==> src/rtl/storage_xbar_if.sv <==
// Bus bundle for storage_xbar_ctrl: core request/response port, SRAM macro pins
// and the pipelined flash-engine bus. slave = controller side, master = core/memory side.
interface storage_xbar_if #(
  parameter int MEM_W   = 32,
  parameter int SRAM_AW = 11,
  parameter int EXT_AW  = 22
);
  logic               req_valid;
  logic               req_ready;
  logic               req_we;
  logic [31:0]        req_addr;
  logic [MEM_W-1:0]   req_wdata;
  logic [MEM_W/8-1:0] req_be;

  logic               rsp_valid;
  logic [MEM_W-1:0]   rsp_rdata;
  logic               rsp_err;

  logic               sram_cen;
  logic               sram_wen;
  logic [SRAM_AW-1:0] sram_a;
  logic [MEM_W-1:0]   sram_d;
  logic [MEM_W-1:0]   sram_q;

  logic               ext_cyc;
  logic               ext_stb;
  logic [EXT_AW-1:0]  ext_addr;
  logic               ext_stall;
  logic               ext_ack;
  logic [MEM_W-1:0]   ext_rdata;

  modport slave (
    input  req_valid, req_we, req_addr, req_wdata, req_be,
    output req_ready,
    output rsp_valid, rsp_rdata, rsp_err,
    output sram_cen, sram_wen, sram_a, sram_d,
    input  sram_q,
    output ext_cyc, ext_stb, ext_addr,
    input  ext_stall, ext_ack, ext_rdata
  );

  modport master (
    output req_valid, req_we, req_addr, req_wdata, req_be,
    input  req_ready,
    input  rsp_valid, rsp_rdata, rsp_err,
    input  sram_cen, sram_wen, sram_a, sram_d,
    output sram_q,
    input  ext_cyc, ext_stb, ext_addr,
    output ext_stall, ext_ack, ext_rdata
  );
endinterface

==> src/rtl/storage_xbar_ctrl.sv <==
// Storage controller: routes core accesses to on-chip SRAM (RMW for partial writes)
// or read-only SPI flash, with access timeout and an SPI programming-mode bypass.
module storage_xbar_ctrl #(
  parameter int MEM_W   = 32,
  parameter int SRAM_AW = 11,
  parameter int EXT_AW  = 22,
  parameter int TIMEOUT = 1024
) (
  input  logic            clk,
  input  logic            rst,
  storage_xbar_if.slave   bus,
  input  logic            prog_mode_req,
  output logic            prog_mode_active,
  input  logic            fl_spi_cs_n,
  input  logic            fl_spi_sck,
  input  logic            fl_spi_mosi,
  output logic            fl_spi_miso,
  input  logic            prog_spi_cs_n,
  input  logic            prog_spi_sck,
  input  logic            prog_spi_mosi,
  output logic            prog_spi_miso,
  output logic            ext_spi_cs_n,
  output logic            ext_spi_sck,
  output logic            ext_spi_mosi,
  input  logic            ext_spi_miso,
  output logic [2:0]      state_dbg
);

  localparam int BW  = MEM_W / 8;
  localparam int LSB = $clog2(BW);
  localparam int TW  = ($clog2(TIMEOUT + 1) > 11) ? $clog2(TIMEOUT + 1) : 11;

  typedef enum logic [2:0] {
    IDLE   = 3'd0,
    S_ACC  = 3'd1,
    S_CAP  = 3'd2,
    S_WB   = 3'd3,
    X_REQ  = 3'd4,
    X_WAIT = 3'd5,
    PROG   = 3'd6
  } state_t;

  state_t            state, state_nxt;
  logic              we_q;
  logic [BW-1:0]     be_q;
  logic [MEM_W-1:0]  wdata_q;
  logic [EXT_AW-1:0] word_q;
  logic [TW-1:0]     tmo_cnt;

  logic              accept;
  logic              in_sram, in_flash, in_xfer, tmo_hit;
  logic              rsp_set, rsp_err_nxt, merge_set;
  logic [MEM_W-1:0]  rsp_data_nxt;

  function automatic logic [MEM_W-1:0] merge_bytes(input logic [MEM_W-1:0] old_w,
                                                    input logic [MEM_W-1:0] new_w,
                                                    input logic [BW-1:0]    be);
    merge_bytes = old_w;
    for (int i = 0; i < BW; i++)
      if (be[i]) merge_bytes[8*i +: 8] = new_w[8*i +: 8];
  endfunction

  // Request: a transfer happens on a clk edge where req_valid && req_ready.
  // Response: rsp_valid is a single-cycle pulse, no backpressure; rsp_* are 0 otherwise.
  assign bus.req_ready = (state == IDLE) && !prog_mode_req && rst;
  assign accept        = bus.req_valid && bus.req_ready;

  assign in_sram  = (bus.req_addr[31:SRAM_AW+LSB] == '0);
  assign in_flash = (bus.req_addr[31:EXT_AW+LSB] == '0);
  assign in_xfer  = (state == X_REQ) || (state == X_WAIT);
  assign tmo_hit  = (tmo_cnt == TW'(TIMEOUT - 1));

  assign bus.sram_a   = word_q[SRAM_AW-1:0];
  assign bus.sram_d   = wdata_q;
  assign bus.ext_addr = word_q;

  assign prog_mode_active = (state == PROG);
  assign state_dbg        = state;

  // SPI routing follows the registered state only.
  assign ext_spi_cs_n  = prog_mode_active ? prog_spi_cs_n : fl_spi_cs_n;
  assign ext_spi_sck   = prog_mode_active ? prog_spi_sck  : fl_spi_sck;
  assign ext_spi_mosi  = prog_mode_active ? prog_spi_mosi : fl_spi_mosi;
  assign fl_spi_miso   = prog_mode_active ? 1'b1 : ext_spi_miso;
  assign prog_spi_miso = prog_mode_active ? ext_spi_miso : 1'b0;

  always_comb begin
    state_nxt    = state;
    rsp_set      = 1'b0;
    rsp_err_nxt  = 1'b0;
    rsp_data_nxt = '0;
    merge_set    = 1'b0;
    bus.sram_cen = 1'b1;
    bus.sram_wen = 1'b1;
    bus.ext_cyc  = 1'b0;
    bus.ext_stb  = 1'b0;
    case (state)
      IDLE: begin
        if (accept) begin
          if (in_sram) begin
            if (bus.req_we && (bus.req_be == '0)) rsp_set = 1'b1;
            else                                  state_nxt = S_ACC;
          end else if (!bus.req_we && in_flash) begin
            state_nxt = X_REQ;
          end else begin
            rsp_set     = 1'b1;
            rsp_err_nxt = 1'b1;
          end
        end else if (prog_mode_req) begin
          state_nxt = PROG;
        end
      end
      S_ACC: begin
        bus.sram_cen = 1'b0;
        if (we_q && (&be_q)) begin
          bus.sram_wen = 1'b0;
          rsp_set      = 1'b1;
          state_nxt    = IDLE;
        end else begin
          state_nxt = S_CAP;
        end
      end
      S_CAP: begin
        if (we_q) begin
          merge_set = 1'b1;
          state_nxt = S_WB;
        end else begin
          rsp_set      = 1'b1;
          rsp_data_nxt = bus.sram_q;
          state_nxt    = IDLE;
        end
      end
      S_WB: begin
        bus.sram_cen = 1'b0;
        bus.sram_wen = 1'b0;
        rsp_set      = 1'b1;
        state_nxt    = IDLE;
      end
      X_REQ: begin
        bus.ext_cyc = 1'b1;
        bus.ext_stb = 1'b1;
        // An ack alongside the accepted strobe completes the access at once.
        if (!bus.ext_stall && bus.ext_ack) begin
          rsp_set      = 1'b1;
          rsp_data_nxt = bus.ext_rdata;
          state_nxt    = IDLE;
        end else if (tmo_hit) begin
          rsp_set     = 1'b1;
          rsp_err_nxt = 1'b1;
          state_nxt   = IDLE;
        end else if (!bus.ext_stall) begin
          state_nxt = X_WAIT;
        end
      end
      X_WAIT: begin
        bus.ext_cyc = 1'b1;
        if (bus.ext_ack) begin
          rsp_set      = 1'b1;
          rsp_data_nxt = bus.ext_rdata;
          state_nxt    = IDLE;
        end else if (tmo_hit) begin
          rsp_set     = 1'b1;
          rsp_err_nxt = 1'b1;
          state_nxt   = IDLE;
        end
      end
      PROG: begin
        if (!prog_mode_req) state_nxt = IDLE;
      end
      default: state_nxt = IDLE;
    endcase
  end

  always_ff @(posedge clk) begin
    if (!rst) begin
      state         <= IDLE;
      we_q          <= 1'b0;
      be_q          <= '0;
      wdata_q       <= '0;
      word_q        <= '0;
      tmo_cnt       <= '0;
      bus.rsp_valid <= 1'b0;
      bus.rsp_rdata <= '0;
      bus.rsp_err   <= 1'b0;
    end else begin
      state         <= state_nxt;
      bus.rsp_valid <= rsp_set;
      bus.rsp_rdata <= rsp_data_nxt;
      bus.rsp_err   <= rsp_err_nxt;
      if (accept) begin
        we_q    <= bus.req_we;
        be_q    <= bus.req_be;
        wdata_q <= bus.req_wdata;
        word_q  <= bus.req_addr[LSB +: EXT_AW];
      end else if (merge_set) begin
        wdata_q <= merge_bytes(bus.sram_q, wdata_q, be_q);
      end
      if (in_xfer && (state_nxt != IDLE)) tmo_cnt <= tmo_cnt + 1'b1;
      else                                tmo_cnt <= '0;
    end
  end

endmodule

==> src/flat_wrapper.sv <==
// flat-port wrapper written by rule: the top's interface ports become plain ports
module storage_xbar_ctrl_flat 
#(
  parameter int MEM_W   = 32,
  parameter int SRAM_AW = 11,
  parameter int EXT_AW  = 22,
  parameter int TIMEOUT = 1024
)
  (clk, rst, prog_mode_req, prog_mode_active, fl_spi_cs_n, fl_spi_sck, fl_spi_mosi, fl_spi_miso, prog_spi_cs_n, prog_spi_sck, prog_spi_mosi, prog_spi_miso, ext_spi_cs_n, ext_spi_sck, ext_spi_mosi, ext_spi_miso, state_dbg, bus_req_valid, bus_req_we, bus_req_addr, bus_req_wdata, bus_req_be, bus_req_ready, bus_rsp_valid, bus_rsp_rdata, bus_rsp_err, bus_sram_cen, bus_sram_wen, bus_sram_a, bus_sram_d, bus_sram_q, bus_ext_cyc, bus_ext_stb, bus_ext_addr, bus_ext_stall, bus_ext_ack, bus_ext_rdata);
  storage_xbar_if #(.MEM_W(MEM_W), .SRAM_AW(SRAM_AW), .EXT_AW(EXT_AW)) bus_i ();
  input  logic clk;
  input  logic rst;
  input  logic prog_mode_req;
  output logic prog_mode_active;
  input  logic fl_spi_cs_n;
  input  logic fl_spi_sck;
  input  logic fl_spi_mosi;
  output logic fl_spi_miso;
  input  logic prog_spi_cs_n;
  input  logic prog_spi_sck;
  input  logic prog_spi_mosi;
  output logic prog_spi_miso;
  output logic ext_spi_cs_n;
  output logic ext_spi_sck;
  output logic ext_spi_mosi;
  input  logic ext_spi_miso;
  output logic [2:0] state_dbg;
  input wire logic [$bits(bus_i.req_valid)-1:0] bus_req_valid;
  input wire logic [$bits(bus_i.req_we)-1:0] bus_req_we;
  input wire logic [$bits(bus_i.req_addr)-1:0] bus_req_addr;
  input wire logic [$bits(bus_i.req_wdata)-1:0] bus_req_wdata;
  input wire logic [$bits(bus_i.req_be)-1:0] bus_req_be;
  output wire logic [$bits(bus_i.req_ready)-1:0] bus_req_ready;
  output wire logic [$bits(bus_i.rsp_valid)-1:0] bus_rsp_valid;
  output wire logic [$bits(bus_i.rsp_rdata)-1:0] bus_rsp_rdata;
  output wire logic [$bits(bus_i.rsp_err)-1:0] bus_rsp_err;
  output wire logic [$bits(bus_i.sram_cen)-1:0] bus_sram_cen;
  output wire logic [$bits(bus_i.sram_wen)-1:0] bus_sram_wen;
  output wire logic [$bits(bus_i.sram_a)-1:0] bus_sram_a;
  output wire logic [$bits(bus_i.sram_d)-1:0] bus_sram_d;
  input wire logic [$bits(bus_i.sram_q)-1:0] bus_sram_q;
  output wire logic [$bits(bus_i.ext_cyc)-1:0] bus_ext_cyc;
  output wire logic [$bits(bus_i.ext_stb)-1:0] bus_ext_stb;
  output wire logic [$bits(bus_i.ext_addr)-1:0] bus_ext_addr;
  input wire logic [$bits(bus_i.ext_stall)-1:0] bus_ext_stall;
  input wire logic [$bits(bus_i.ext_ack)-1:0] bus_ext_ack;
  input wire logic [$bits(bus_i.ext_rdata)-1:0] bus_ext_rdata;
  assign bus_i.req_valid = bus_req_valid;
  assign bus_i.req_we = bus_req_we;
  assign bus_i.req_addr = bus_req_addr;
  assign bus_i.req_wdata = bus_req_wdata;
  assign bus_i.req_be = bus_req_be;
  assign bus_req_ready = bus_i.req_ready;
  assign bus_rsp_valid = bus_i.rsp_valid;
  assign bus_rsp_rdata = bus_i.rsp_rdata;
  assign bus_rsp_err = bus_i.rsp_err;
  assign bus_sram_cen = bus_i.sram_cen;
  assign bus_sram_wen = bus_i.sram_wen;
  assign bus_sram_a = bus_i.sram_a;
  assign bus_sram_d = bus_i.sram_d;
  assign bus_i.sram_q = bus_sram_q;
  assign bus_ext_cyc = bus_i.ext_cyc;
  assign bus_ext_stb = bus_i.ext_stb;
  assign bus_ext_addr = bus_i.ext_addr;
  assign bus_i.ext_stall = bus_ext_stall;
  assign bus_i.ext_ack = bus_ext_ack;
  assign bus_i.ext_rdata = bus_ext_rdata;
  storage_xbar_ctrl #(.MEM_W(MEM_W), .SRAM_AW(SRAM_AW), .EXT_AW(EXT_AW), .TIMEOUT(TIMEOUT)) u_core (.clk(clk), .rst(rst), .bus(bus_i), .prog_mode_req(prog_mode_req), .prog_mode_active(prog_mode_active), .fl_spi_cs_n(fl_spi_cs_n), .fl_spi_sck(fl_spi_sck), .fl_spi_mosi(fl_spi_mosi), .fl_spi_miso(fl_spi_miso), .prog_spi_cs_n(prog_spi_cs_n), .prog_spi_sck(prog_spi_sck), .prog_spi_mosi(prog_spi_mosi), .prog_spi_miso(prog_spi_miso), .ext_spi_cs_n(ext_spi_cs_n), .ext_spi_sck(ext_spi_sck), .ext_spi_mosi(ext_spi_mosi), .ext_spi_miso(ext_spi_miso), .state_dbg(state_dbg));
endmodule
==> config.mk <==
export PLATFORM = sky130hd
export DESIGN_NAME = storage_xbar_ctrl_flat
export DESIGN_NICKNAME = d
export VERILOG_FILES = /design/src/rtl/storage_xbar_if.sv /design/src/rtl/storage_xbar_ctrl.sv /design/src/flat_wrapper.sv
export SDC_FILE = /design/constraint.sdc
export NUM_CORES = 1
export LEC_CHECK = 0
export CAP_MARGIN = 20
export CORE_UTILIZATION = 38
export DETAILED_ROUTE_END_ITERATION = 12
export PLACE_DENSITY = 0.81
export SLEW_MARGIN = 20
export SYNTH_ARGS = -nofsm -noshare
export SYNTH_HDL_FRONTEND = slang
export SYNTH_SLANG_ARGS = --single-unit
==> constraint.sdc <==
create_clock -name clk -period 2.7 [get_ports clk]
set_input_delay 0.675 -clock clk [delete_from_list [all_inputs] [get_ports clk]]
set_output_delay 0.675 -clock clk [all_outputs]
set_load 0.005 [all_outputs]
# After elaboration in Yosys (flattened, before gate mapping)
# Index checks and enable logic that the tools add are counted.
[word_totals] reg_bits=107 output_inout_bits=113
[op_classes] n_addsub=1 eq_ne=11 muxes=51 n_reduce_logical=26
[ops] cell="$mux 32" count=5
[ops] cell="$pmux 32 s3" count=1
[ops] cell="$mux 3" count=11
[ops] cell="$mux 8" count=4
[ops] cell="$mux 1" count=24
[ops] cell="$logic_not 19->1" count=1
[ops] cell="$pmux 3 s6" count=1
[ops] cell="$add 11x1->11 const B" count=1
[ops] cell="$eq 11x10->1 const B" count=1
[ops] cell="$reduce_and 2->1" count=5
[ops] cell="$eq 3x3->1 const B" count=3
[ops] cell="$logic_and 1x1->1" count=8
[ops] cell="$logic_not 8->1" count=1
[ops] cell="$ne 2x2->1 const B" count=4
[ops] cell="$eq 3x2->1 const B" count=2
[ops] cell="$pmux 1 s6" count=1
[ops] cell="$logic_not 4->1" count=1
[ops] cell="$mux 2" count=2
[ops] cell="$reduce_and 4->1" count=1
[ops] cell="$reduce_or 2->1" count=2
[ops] cell="$eq 3x1->1 const B" count=1
[ops] cell="$logic_not 1->1" count=3
[ops] cell="$logic_not 3->1" count=1
[ops] cell="$pmux 1 s3" count=1
[ops] cell="4 further kinds" count=4

# Depth between registers and ports, before layout
[depth] depth_word=9 depth_mapped=8 ltp_nobuf=7

# Worst setup path before layout
# Ideal clock, no wire load.
[synth_path] kind="input -> register" from="in bus_req_be[1]" to="reg u_core.tmo_cnt[8]" setup_time_ns=0.115 t_arrival_ns=2.264 setup_slack_ns=0.322 stages=7 path_buffers=1 path_cell_list="or4b_1 o211ai_2 o21bai_1 a211o_1 o311ai_2 buf_6 nor2_1"
[synth_between] elab_chain_len=9
[synth_rtl] item="from (decl)" line="flat_wrapper.sv:32" rtl="input wire logic [$bits(bus_i.req_be)-1:0] bus_req_be;"
[synth_rtl] item="$logic_not 4->1" line="storage_xbar_ctrl.sv:101" rtl="if (bus.req_we && (bus.req_be == '0)) rsp_set = 1'b1;"
[synth_rtl] item="$logic_and 1x1->1" line="storage_xbar_ctrl.sv:101"
[synth_rtl] item="$mux 3" line="storage_xbar_ctrl.sv:101"
[synth_rtl] item="$mux 3" line="storage_xbar_ctrl.sv:100" rtl="if (in_sram) begin"
[synth_rtl] item="$mux 3" line="storage_xbar_ctrl.sv:99" rtl="if (accept) begin"
[synth_rtl] item="$pmux 3 s6" line="storage_xbar_ctrl.sv:97" rtl="case (state)"
[synth_rtl] item="$reduce_bool 3->1" line="storage_xbar_ctrl.sv:198" rtl="if (in_xfer && (state_nxt != IDLE)) tmo_cnt <= tmo_cnt + 1'b1;"
[synth_rtl] item="$logic_and 1x1->1" line="storage_xbar_ctrl.sv:198"
[synth_rtl] item="$reduce_and 2->1 (no source line)"
[synth_rtl] item="to (signal assigned)" line="storage_xbar_ctrl.sv:198"
[synth_rtl] item="to (decl)" line="storage_xbar_ctrl.sv:48" rtl="logic [TW-1:0] tmo_cnt;"
# No other way between the ends.
# A chain may end at the register's enable or synchronous reset.

# Worst setup path in the final report
[layout_path] from="reg u_core.state[2], in the netlist u_core.state_dbg[2]" to="out ext_spi_cs_n"
[layout_between] elab_chain_len=2
[layout_rtl] item="from (decl)" line="storage_xbar_ctrl.sv:43" rtl="state_t state, state_nxt;"
[layout_rtl] item="from (signal assigned)" line="storage_xbar_ctrl.sv:186" rtl="state <= state_nxt;"
[layout_rtl] item="$eq 3x3->1" line="storage_xbar_ctrl.sv:77" rtl="assign prog_mode_active = (state == PROG);"
[layout_rtl] item="$mux 1" line="storage_xbar_ctrl.sv:81" rtl="assign ext_spi_cs_n = prog_mode_active ? prog_spi_cs_n : fl_spi_cs_n;"
[layout_rtl] item="to (decl)" line="flat_wrapper.sv:23" rtl="output logic ext_spi_cs_n;"
# No other way between the ends.

==> reports/results.ini <==
[outcome]
outcome=complete, no violations

[drt]
drt-wirelength-per-cell_um=16.7
drc=0
finalWirelength_mm=15.5
postRouteAntennaNets=0
vias_per_cell=5.23
vias=4844
drt_iter0_markers=362
first_pass_iters=4

[cts]
cts_buffer_depth=2
clockRootBuffer=clkbuf_16
cts_max_level=3
post-cts-setup-buffers=0
clock_latency_ps=350
cts_buffers=9
clk_pin_slew_ps=70
tritoncts=yes
cts.sinks=107

[critical_path]
end_kind=output pin
worstPathRequired_ps=2030
r2r-start=u_core.tmo_cnt[0]
r2r-end=u_core.tmo_cnt[10]
cp-startpoint=u_core.state_dbg[2]
rr_worst_depth=8
arrival_ps=1920
rrSetupSlack_ps=480
worstSetupPathType=flop to output pin
worstSetupStartpointType=flop
crit_fanout=8

[floorplan]
start_util_pct=39.8
rows=38
dieArea_mm2=0.0120
core_mm2=0.0110
io_pins=259
die_x_um=110
die_y_um=110

[pwr]
powerDensity_mw_per_mm2=501
leakage_nw=2.68
peakVddDrop_uv=297

[synthesis]
ys_ff_latch=107
postSynthCellCount=536
yosys_warnings=0
synth_top_area_share_pct=48.7
yosysTopAreaCell=dfxtp_1
synth_edf_count=0
syn_nets=683
synth_seq_area_share_pct=48.7
synth_top_flop_cell=dfxtp_1
syn_avg_cell_area_um2=8.20
async_reset_ff_share_pct=0
synth.area.top_cells=dfxtp_1, nand2_1, nor2_1, a311oi_1, a22oi_1
synth_cell_types=44
syn-cell-area_mm2=0.00440

[sta]
skew_ps=5.62
setup_ws_ps=106
setup_viol_count_final=0
min_period_over_period_pct=96.1
drv_slew=0
timing.fmax_mhz=386
tightest_slew_ps=652
relSlewSlack_pct=56.6
rsz0062_at_grt=false
finalHoldViolCount=0
period_needed_ps=2590

[min_path]
hold_path_class=flop to flop
holdCritStartpoint=u_core.bus.ext_addr[17]
hold_depth=2
holdPathEnd=u_core.bus.ext_addr[17]

[layout]
final_util_pct=67.8
mostFrequentLayoutCells=clkdlybuf4s50_1, nand2_1, dfxtp_1
final_common_cell=clkdlybuf4s50_1
fin_nets=928
n_antenna_cell=0
layout-drive-gt1-share_pct=7.76
area_growth_pct=70.1
fillers=901
finalInstanceArea_mm2=0.00747

[place]
dp_slack_ps=-207
portBuffers=256
post_dp_cell_area_mm2=0.00714
dp.final_hpwl_mm=11.7
routabilityCongestion=0.906

[flow_run]
cap_violations=0

[grt]
overflow=0
groute.usage.overall_pct=25.4
antenna_found_initial=0
grt_pass1_vias=4755
grt_max_degree=42
grt_pass1_wl_mm=23.4

==> critical path: stages, from the launching register on <==
cell,delay [ps]
dfxtp_2,430
nand2_1,110
nor2_2,220
mux2_2,370
clkdlybuf4s50_1,450
==> per-layer routing <==
layer | share of wire [%] | GRT usage, % | wire length (um) | up-vias
li1 | - | - | - | 2323
met1 | 38 | 27.8 | 5910 | 2277
met2 | 52 | 46.6 | 7970 | 205
met3 | 6.5 | 4.33 | 999 | 39
met4 | 3.8 | 13.3 | 586 | 0
met5 | 0 | 0 | 0 | -
==> where the power goes <==
group / internal (mW) / leakage (nW) / switching (mW) / total, mW
logic: 0.405 / 1.66 / 0.282 / 0.687
clock network: 0.765 / 0.157 / 0.622 / 1.39
registers: 1.63 / 0.868 / 0.0342 / 1.67
total: 2.80 / 2.68 / 0.938 / 3.74
==> logic make-up after synthesis <==
logic type | after synthesis | synth area share [%]
and+or+nand+nor | 249 | 23.7
AOI/OAI and AO/OA | 113 | 18.9
buffers and inverters | 55 | 6.01
DFF | 107 | 48.7
muxes | 3 | 0.769
adders and majority gates | 1 | 0.285
xor gates and xnor gates | 8 | 1.59
==> flip-flops by register name, indices dropped and copies added (netlist names) <==
| name | count |
|---|---|
| u_core.be_q | 4 |
| u_core.bus.ext_addr | 22 |
| u_core.bus.rsp_err | 1 |
| u_core.bus.rsp_rdata | 32 |
| u_core.bus.rsp_valid | 1 |
| u_core.bus.sram_d | 32 |
| u_core.state_dbg | 3 |
| u_core.tmo_cnt | 11 |
| u_core.we_q | 1 |
==> stage by stage <==
step                cells  total power, mW  setup TNS, ps  hold slack (ps)
finish                926             3.74              0              461
floorplan             536             1.94              0              426
global route          926             3.89              0              490
CTS                   926             3.76          -16.6              464
global placement      910             2.37          -1870              435
detailed placement    910             2.38          -2430              454
==> final cells by class <==
| class | count | area [um2] | share of cell area, % |
|---|---|---|---|
| clock buffer | 10 | 239 | 3.20 |
| clock inverter | 6 | 78.8 | 1.05 |
| inverter | 9 | 33.8 | 0.452 |
| multi-input combinational | 374 | 2020 | 27.1 |
| sequential | 107 | 2140 | 28.7 |
| tap | 140 | 175 | 2.34 |
| timing repair buffer | 280 | 2780 | 37.2 |
==> Yosys cell counts (2+ instances only) <==
cell type and number:
buf_2 7, inv_1 8, nand3_1 6, buf_4 11, xnor2_1 6, and2_1 4, nor2_1 88, clkbuf_1 27
dfxtp_1 107, nor4_1 5, a21oi_1 29, a311oi_1 32, o21ai_2 4, nor2b_1 3, mux2_2 3, nand2_1 126
and3_1 4, nand2b_1 3, nor3_1 2, a21boi_0 2, xor2_1 2, a31oi_1 3, a22oi_1 32, nand4_1 2
==> how the worst max path moves through the flow <==
| stage | cells after the start | to | slack [ps] |
|---|---|---|---|
| 6_report | 4 | ext_spi_cs_n | 110 |
| 5_1_grt | 4 | ext_spi_cs_n | 10 |
| 4_1_cts | 4 | bus_req_ready | -20 |
| 3_5_place_dp | 8 | u_core.tmo_cnt[4] | -210 |
| 3_3_place_gp | 8 | u_core.tmo_cnt[10] | -160 |
| 2_1_floorplan | 7 | u_core.tmo_cnt[8] | 320 |
==> repair_timing <==
| item | CTS | global route |
|---|---|---|
| hold buffers | 0 | 0 |
| pin swaps | 0 | 1 |
| gates cloned | 0 | 0 |
| setup endpoints to repair | 4 | 4 |
| gates resized for setup | 2 | 3 |
No activity file was read; power rests on OpenSTA's default activity.
